**config.mk**
```make
export PLATFORM = sky130hd
export DESIGN_NAME = ioctl_upload_reader
export DESIGN_NICKNAME = d
export VERILOG_FILES = /design/src/rtl/ioctl_upload_reader.sv
export SDC_FILE = /design/constraint.sdc
export NUM_CORES = 1
export LEC_CHECK = 0
export CAP_MARGIN = 20
export CORE_MARGIN = 5
export CORE_UTILIZATION = 45
export CTS_BUF_LIST = sky130_fd_sc_hd__clkbuf_8
export CTS_CLUSTER_DIAMETER = 120
export DETAILED_ROUTE_END_ITERATION = 8
export PLACE_DENSITY = 0.78
export SLEW_MARGIN = 15
export SYNTH_ARGS = -nofsm -noshare
export SYNTH_HDL_FRONTEND = slang
export SYNTH_SLANG_ARGS = --single-unit
```
**constraint.sdc**
```tcl
create_clock -name clk_sys -period 2 [get_ports clk_sys]
set_input_delay 0.4 -clock clk_sys [delete_from_list [all_inputs] [get_ports clk_sys]]
set_output_delay 0.4 -clock clk_sys [all_outputs]
set_load 0.01 [all_outputs]
```
**src/rtl/ioctl_upload_reader.sv**
```systemverilog
// ioctl_upload_reader: serves hps_io upload reads from a sync-read RAM port.
// It holds the CPU off the bus for the whole session and fetches one byte per ioctl_rd.
// Ports: clk_sys, reset (async, active-high).
// hps_io side: ioctl_upload/ioctl_rd/ioctl_addr in, ioctl_din/ioctl_wait out.
// CPU side: bus_req out, bus_gnt in. RAM side: mem_addr/mem_rd out, mem_q in.
// Checksum: upload_csum out, active only when UPLOAD_CSUM_EN is defined (tied to 0 otherwise).
module ioctl_upload_reader #(
  parameter int         ADDR_W = 12,
  parameter int         RD_LAT = 1,
  parameter logic [7:0] FILL   = 8'hFF
) (
  input  logic              clk_sys,
  input  logic              reset,
  input  logic              ioctl_upload,
  input  logic              ioctl_rd,
  input  logic [26:0]       ioctl_addr,
  output logic [7:0]        ioctl_din,
  output logic              ioctl_wait,
  output logic              bus_req,
  input  logic              bus_gnt,
  output logic [ADDR_W-1:0] mem_addr,
  output logic              mem_rd,
  input  logic [7:0]        mem_q,
  output logic [15:0]       upload_csum
);

  typedef enum logic [2:0] {
    S_IDLE, S_ARB, S_READY, S_FETCH, S_HOLD
  } state_t;

  state_t            state_q;
  logic [7:0]        din_q;
  logic              wait_q;
  logic              req_q;
  logic [ADDR_W-1:0] maddr_q;
  logic              mrd_q;
  logic [1:0]        cnt_q;
  logic              pend_q;
  logic [26:0]       paddr_q;

  logic        svc;
  logic [26:0] svc_addr;
  logic        in_range;

  // A latched read (from ARB or an aborted fetch) takes priority.
  // A fresh strobe counts only when no read is outstanding.
  assign svc      = pend_q | (ioctl_rd & ~wait_q);
  assign svc_addr = pend_q ? paddr_q : ioctl_addr;
  assign in_range = ~|svc_addr[26:ADDR_W];

  always_ff @(posedge clk_sys or posedge reset) begin
    if (reset) begin
      state_q <= S_IDLE;
      din_q   <= '0;
      wait_q  <= 1'b0;
      req_q   <= 1'b0;
      maddr_q <= '0;
      mrd_q   <= 1'b0;
      cnt_q   <= '0;
      pend_q  <= 1'b0;
      paddr_q <= '0;
    end else begin
      mrd_q <= 1'b0;
      unique case (state_q)
        S_IDLE: begin
          // Level test, so a re-raise during HOLD is honoured here.
          if (ioctl_upload) begin
            req_q   <= 1'b1;
            wait_q  <= 1'b1;
            pend_q  <= 1'b0;
            state_q <= S_ARB;
          end
        end
        S_HOLD: state_q <= S_IDLE;
        default: begin
          if (!ioctl_upload) begin
            req_q   <= 1'b0;
            wait_q  <= 1'b0;
            pend_q  <= 1'b0;
            state_q <= S_HOLD;
          end else if (state_q == S_ARB) begin
            if (ioctl_rd && !pend_q) begin
              pend_q  <= 1'b1;
              paddr_q <= ioctl_addr;
            end
            if (bus_gnt) begin
              wait_q  <= pend_q | ioctl_rd;
              state_q <= S_READY;
            end
          end else if (!bus_gnt) begin
            // Grant lost: park and replay the read after regrant.
            wait_q  <= 1'b1;
            state_q <= S_ARB;
            if (state_q == S_FETCH) begin
              pend_q <= 1'b1;
            end else if (ioctl_rd && !wait_q) begin
              pend_q  <= 1'b1;
              paddr_q <= ioctl_addr;
            end
          end else if (state_q == S_READY) begin
            if (svc) begin
              pend_q  <= 1'b0;
              paddr_q <= svc_addr;
              if (in_range) begin
                maddr_q <= svc_addr[ADDR_W-1:0];
                mrd_q   <= 1'b1;
                wait_q  <= 1'b1;
                cnt_q   <= 2'(RD_LAT);
                state_q <= S_FETCH;
              end else begin
                din_q  <= FILL;
                wait_q <= 1'b0;
              end
            end
          end else begin
            if (cnt_q == 2'd0) begin
              din_q   <= mem_q;
              wait_q  <= 1'b0;
              state_q <= S_READY;
            end else begin
              cnt_q <= cnt_q - 2'd1;
            end
          end
        end
      endcase
    end
  end

  assign ioctl_din  = din_q;
  assign ioctl_wait = wait_q;
  assign bus_req    = req_q;
  assign mem_addr   = maddr_q;
  assign mem_rd     = mrd_q;

`ifdef UPLOAD_CSUM_EN
  logic [15:0] csum_q;
  logic        start_ev;
  logic        fill_ev;
  logic        ram_ev;

  // These mirror the FSM branches that write ioctl_din.
  assign start_ev = (state_q == S_IDLE) & ioctl_upload;
  assign fill_ev  = ioctl_upload & bus_gnt & (state_q == S_READY)
                  & svc & ~in_range;
  assign ram_ev   = ioctl_upload & bus_gnt & (state_q == S_FETCH)
                  & (cnt_q == 2'd0);

  always_ff @(posedge clk_sys or posedge reset) begin
    if (reset) begin
      csum_q <= '0;
    end else if (start_ev) begin
      csum_q <= '0;
    end else if (fill_ev) begin
      csum_q <= csum_q + {8'h00, FILL};
    end else if (ram_ev) begin
      csum_q <= csum_q + {8'h00, mem_q};
    end
  end

  assign upload_csum = csum_q;
`else
  assign upload_csum = 16'h0000;
`endif

endmodule

```
==> flow_summary.json, run 1 <==
{
  "status": "finished with violations",
  "failed_checks": "setup timing",
  "cap_viol_max_count": 0,
  "firstDrtPassIters": 4,
  "yosys_warnings": 0,
  "rr_startpoint": "paddr_q[24]",
  "ys_ff_latch": 56,
  "grt_max_degree": 57,
  "num_vias": 2258,
  "htree_num_levels": 2,
  "yosys_most_used_dff": "dfrtp_1",
  "dr.first_iter.drc_count": 109,
  "netlist_instances": 250,
  "initial_core_util_pct": 46.23,
  "dp.cells": 407,
  "num_antenna_cells": 0,
  "cp-startpoint": "ioctl_addr[19]",
  "grt_pass1_vias": 2386,
  "ios": 79,
  "cts.sinks": 56,
  "drive_gt1_share_pct": 34.01,
  "clockBufferDepth": 2,
  "synth_top_family_by_area": "multiplexers",
  "rows": 29,
  "cts_hold_buffers": 0,
  "path_clk_slew_ps": 100,
  "crit_fanout": 7,
  "cts_tree": "built",
  "vias_per_cell": 5.363,
  "fin_crit_ps": 2019,
  "dieWidth_um": 90.77,
  "die_area_um2": 8238,
  "synth-adder-area-share_pct": 0.4263,
  "cts-root-buf": "clkbuf_8",
  "avgSynthCellArea_um2": 11.74,
  "synth_compound_area_share_pct": 12.11,
  "synth-seq-area-share_pct": 47.74,
  "rsz0062_at_grt": "yes",
  "final_cell_mix": "dfrtp_1, clkdlybuf4s50_1, mux2_2",
  "path_class": "in -> reg",
  "final_area_um2": 4014,
  "fmax_mhz": 495.3,
  "mostFrequentLayoutCell": "dfrtp_1",
  "antenna_found_initial": 0,
  "crit_arrival_ps": 2230,
  "wirelength_um": 6822,
  "nNetsFinal": 384,
  "gp_congestion": 0.8138,
  "clk_latency_ps": 310,
  "coreArea_um2": 6350,
  "numCtsBuffers": 5,
  "timing.final.ws_setup_ps": -18.83,
  "ant_nets": 0,
  "setup_violations": 7,
  "yosysUniqueCellTypes": 48,
  "stdcell_count": 421,
  "synthArstFlopShare_pct": 100.0,
  "clock_skew_ps": 10.32,
  "synth_edf_count": 0,
  "synthMuxAreaShare_pct": 21.10,
  "critPathLaunchType": "input port",
  "final_hold_viol_count": 0,
  "ir_worst_vdd_uv": 649.4,
  "worstReg2RegEnd": "mem_addr[3]",
  "finalSetupTns_ps": -50.30,
  "detail_route.wl_per_cell_um": 16.20,
  "crit_end": "mem_addr[3]",
  "fp.dieH_um": 90.77,
  "maxSlewViolCount": 0,
  "syn2layout_area_growth_pct": 36.74,
  "synth-xor-area-share_pct": 0,
  "mappedNetlistArea_um2": 2935,
  "finalCritPeriodShare_pct": 100.9,
  "grt.total_usage_pct": 16.77,
  "cellPowerDensity_nw_per_um2": 1153,
  "synthSimpleGateAreaFrac_pct": 11.64,
  "r2r_slack_ps": 10,
  "grt_pass1_wl_um": 11430,
  "postPlaceCellArea_um2": 3805,
  "num-fill-cells": 509,
  "cp-end-kind": "flop",
  "cp_data_required_time_ps": 2210,
  "io_buffer_count": 62,
  "leakagePower_nw": 1.728,
  "r2r_cells": 7,
  "hold_path.class": "in -> async",
  "grt-ovfl-total": 0,
  "drc": 0,
  "hpwl_um": 4963
}
-- synthesized netlist by cell type, types with 3 or more instances --
library cell	n	area share, %
a21oi_1	6	1.0
a31oi_1	3	0.64
buf_2	4	0.68
buf_4	16	4.1
clkbuf_1	7	0.90
dfrtp_1	56	48
inv_1	4	0.51
mux2_2	41	16
mux2_4	9	4.6
nand2_1	16	2.0
nand2b_1	3	0.64
nand3_1	3	0.51
nor2_1	13	1.7
nor2b_1	3	0.64
nor4_1	6	1.3
o21ai_0	10	1.7
o22a_1	8	2.4
o2bb2ai_1	3	0.90
o31ai_1	3	0.77
-- worst max-delay path, cell delays in order --
cell and delay, ps:
dlygate4sd2_1 270, nor4_4 340, buf_4 180, a21oi_1 80
a221oi_2 250, o211a_4 280, buf_12 140, mux2_4 300
-- logic make-up (layout without fill, tap and decap cells) --
| family | count (synthesis) | count (layout) |
|---|---|---|
| AO/OA/AOI/OAI | 47 | 47 |
| flip-flops | 56 | 56 |
| buffers and inverters | 32 | 111 |
| multiplexers | 52 | 52 |
| adder cells (fa/ha/maj) | 1 | 1 |
| AND/OR/NAND/NOR | 61 | 61 |
| other | 1 | 16 |
-- flip-flops by register name, indices dropped and copies added (netlist names) --
register    count
ioctl_din       8
pend_q          1
bus_req         1
paddr_q        27
mem_addr       12
mem_rd          1
ioctl_wait      1
state_q         3
cnt_q           2
-- power breakdown --
group / total, mW / internal [mW] / switching (mW)
Sequential: 1.85 / 1.57 / 0.282
Combinational: 2.11 / 1.21 / 0.904
Clock: 0.661 / 0.284 / 0.377
-- per-layer routing --
layer | GRT usage [%] | up-vias | share of wire, %
li1 | - | 1074 | -
met1 | 20.59 | 1081 | 40
met2 | 29.06 | 89 | 51
met3 | 3.917 | 14 | 7.0
met4 | 5.087 | 0 | 1.8
met5 | 0 | - | 0
-- area by class of cell --
class / count / area, um^2 / area share (%)
multi-input combinational: 177 / 1445 / 36.00
sequential: 56 / 1404 / 34.98
timing repair buffer: 99 / 957.2 / 23.85
tap: 77 / 96.34 / 2.400
clock buffer: 6 / 82.58 / 2.057
inverter: 4 / 15.01 / 0.3741
clock inverter: 2 / 13.76 / 0.3429
-- stage by stage --
stage | util [%] | hold slack [ps] | total power, mW | worst slack [ps]
6_report | 63.21 | 461.4 | 4.628 | -18.83
5_1_grt | 63.21 | 488.7 | 4.966 | -69.09
4_1_cts | 62.36 | 460.3 | 4.597 | -27.12
3_5_place_dp | 59.92 | 477.3 | 3.900 | -629.4
3_3_place_gp | 59.92 | 471.4 | 3.828 | -520.3
2_1_floorplan | - | 458.5 | 3.068 | 5.098
-- how the worst min path moves through the flow --
stage	end
floorplan	paddr_q[4]
global placement	ioctl_din[0]
detailed placement	ioctl_din[5]
CTS	paddr_q[18]
global route	paddr_q[18]
finish	ioctl_din[3]
-- what timing repair did --
action	in CTS	in global routing
resized for setup	14	11
pin swaps	10	4
setup endpoints to repair	21	36
setup buffers	4	2
Power figures use the tool's default switching activity.
==> run 2: changes to the inputs <==
--- a/config.mk
+++ b/config.mk
@@ -11,6 +11,7 @@
 export CTS_BUF_LIST = sky130_fd_sc_hd__clkbuf_8
 export CTS_CLUSTER_DIAMETER = 120
 export DETAILED_ROUTE_END_ITERATION = 8
+export GPL_TIMING_DRIVEN = 0
 export PLACE_DENSITY = 0.78
 export SLEW_MARGIN = 15
 export SYNTH_ARGS = -nofsm -noshare
==> flow_summary.json, run 2 (synthesis results as in run 1) <==
{
  "status": "finished with violations",
  "failed_checks": "setup timing",
  "rows": 29,
  "initial_core_util_pct": 46.23,
  "gp_congestion": 0.8779,
  "maxSlewViolCount": 0,
  "htree_num_levels": 2,
  "clock_skew_ps": 8.970,
  "p_sw_mw": 1.650,
  "cts.sinks": 56,
  "final_hold_viol_count": 0,
  "drc": 0,
  "firstDrtPassIters": 4,
  "cts-root-buf": "clkbuf_8",
  "grt_max_degree": 34,
  "path_clk_slew_ps": 110,
  "final_cell_mix": "dfrtp_1, clkdlybuf4s50_1, mux2_2",
  "coreArea_um2": 6350,
  "timing.final.ws_setup_ps": -51.46,
  "total_power_mw": 4.851,
  "nNetsFinal": 389,
  "relSlewSlack_pct": 64.62,
  "fp.dieH_um": 90.77,
  "io_buffer_count": 62,
  "cts_tree": "built",
  "comb_power_share_pct": 42.6,
  "finalCritPeriodShare_pct": 102.6,
  "antenna_found_initial": 0,
  "detail_route.wl_per_cell_um": 16.24,
  "fin_crit_ps": 2051,
  "cp_data_required_time_ps": 2210,
  "cp-end-kind": "flop",
  "num_vias": 2322,
  "crit_fanout": 5,
  "clk_latency_ps": 310,
  "cap_viol_max_count": 0,
  "num_antenna_cells": 0,
  "ir_worst_vdd_uv": 634.6,
  "die_area_um2": 8238,
  "setup_violations": 16,
  "clockBufferDepth": 2,
  "leakagePower_nw": 1.809,
  "dr.first_iter.drc_count": 166,
  "crit_arrival_ps": 2260,
  "rsz0062_at_grt": "yes",
  "largest_register": "paddr_q",
  "grt-ovfl-total": 0,
  "utilization_pct": 65.58,
  "p_int_mw": 3.201,
  "cp-startpoint": "ioctl_addr[23]",
  "ios": 79,
  "grt_pass1_wl_um": 11630,
  "path_class": "in -> reg",
  "num-fill-cells": 498,
  "mostFrequentLayoutCell": "dfrtp_1",
  "grt.total_usage_pct": 16.97,
  "hpwl_um": 4882,
  "drive_gt1_share_pct": 36.10,
  "cellPowerDensity_nw_per_um2": 1165,
  "grt_pass1_vias": 2439,
  "wirelength_um": 6920,
  "largest_register_ffs": 27,
  "seq_power_share_pct": 38.9,
  "vias_per_cell": 5.451,
  "ant_nets": 0,
  "tightest_slew_ps": 529.9,
  "fmax_mhz": 487.5,
  "critPathLaunchType": "input port",
  "clockPowerShare_pct": 18.5,
  "rr_startpoint": "paddr_q[18]",
  "dieWidth_um": 90.77,
  "swShare_pct": 34.01,
  "syn2layout_area_growth_pct": 41.86,
  "hold_path.class": "in -> async",
  "numCtsBuffers": 5
}
run 2: cell count changes in the layout (fill, tap and decap cells not counted), moves of 3 or more:
cell / previous run / this run
nor2_1: 12 / 9
clkbuf_2: 0 / 4
nor4_2: 5 / 2
mux2_4: 9 / 12
nor4_4: 1 / 4
mux2_2: 41 / 38
run 2: worst paths after layout:
path	to	slack [ps]	cells past startpoint
setup / recovery	mem_addr[5]	-50	8
hold / removal	mem_addr[6]	440	2
setup reg to reg	mem_addr[5]	-40	7
hold reg to reg	ioctl_din[4]	500	1
max in group asynchronous	pend_q	1000	3
min in group clk_sys	paddr_q[25]	460	2
run 2: final cells by class:
type	count	area [um^2]	share of cell area, %
plain buffers	27	200.2	4.808
clock buffers	5	68.82	1.653
repair buffers	77	774.5	18.60
flip-flops and latches	56	1403	33.68
multi-input cells	177	1538	36.93
inverters	4	15.01	0.3606
clock inverters	3	68.82	1.653
well taps	77	96.34	2.314
run 2: power groups by stage:
stage	clock network, mW	registers [mW]	logic (mW)
global route	0.963	1.94	2.26
detailed placement	0	1.84	1.85
floorplan	0	1.82	1.25
global placement	0	1.81	1.79
finish	0.898	1.89	2.07
CTS	0.910	1.85	1.95
run 2: timing repair:
action / 4_1_cts / 5_1_grt
endpoints found under the setup margin: 43 / 42
pin swaps: 9 / 9
resized for setup: 36 / 18
setup buffers: 7 / 7
hold buffers: 0 / 0
hold endpoints to repair: 0 / 0
cloned: 1 / 0
run 2: routing by layer:
metal	routed length [um]	global-route usage (%)	vias up
met5	0	0	-
met4	150	5.831	0
met3	501	5.917	15
met2	3321	28.15	86
met1	2946	20.38	1142
li1	-	-	1079
run 2: metrics by stage:
stage          cell area, um^2  std cells  hold slack [ps]  setup slack (ps)  setup TNS, ps
2_1_floorplan             2992        265            458.5             5.098              0
3_3_place_gp              3709        404            468.4            -805.7         -72810
3_5_place_dp              3729        405            478.0            -697.1         -29030
4_1_cts                   4079        421            452.9            -49.93         -426.4
5_1_grt                   4164        426            454.7            -135.6          -1853
6_report                  4164        426            437.7            -51.46         -463.2
run 2: critical path, stage by stage:
cell and delay, ps:
clkdlybuf4s50_1 450, nor2_2 170, nand4_1 160, a221oi_4 310, o211a_4 250, buf_12 110
buf_12 110, mux2_4 290
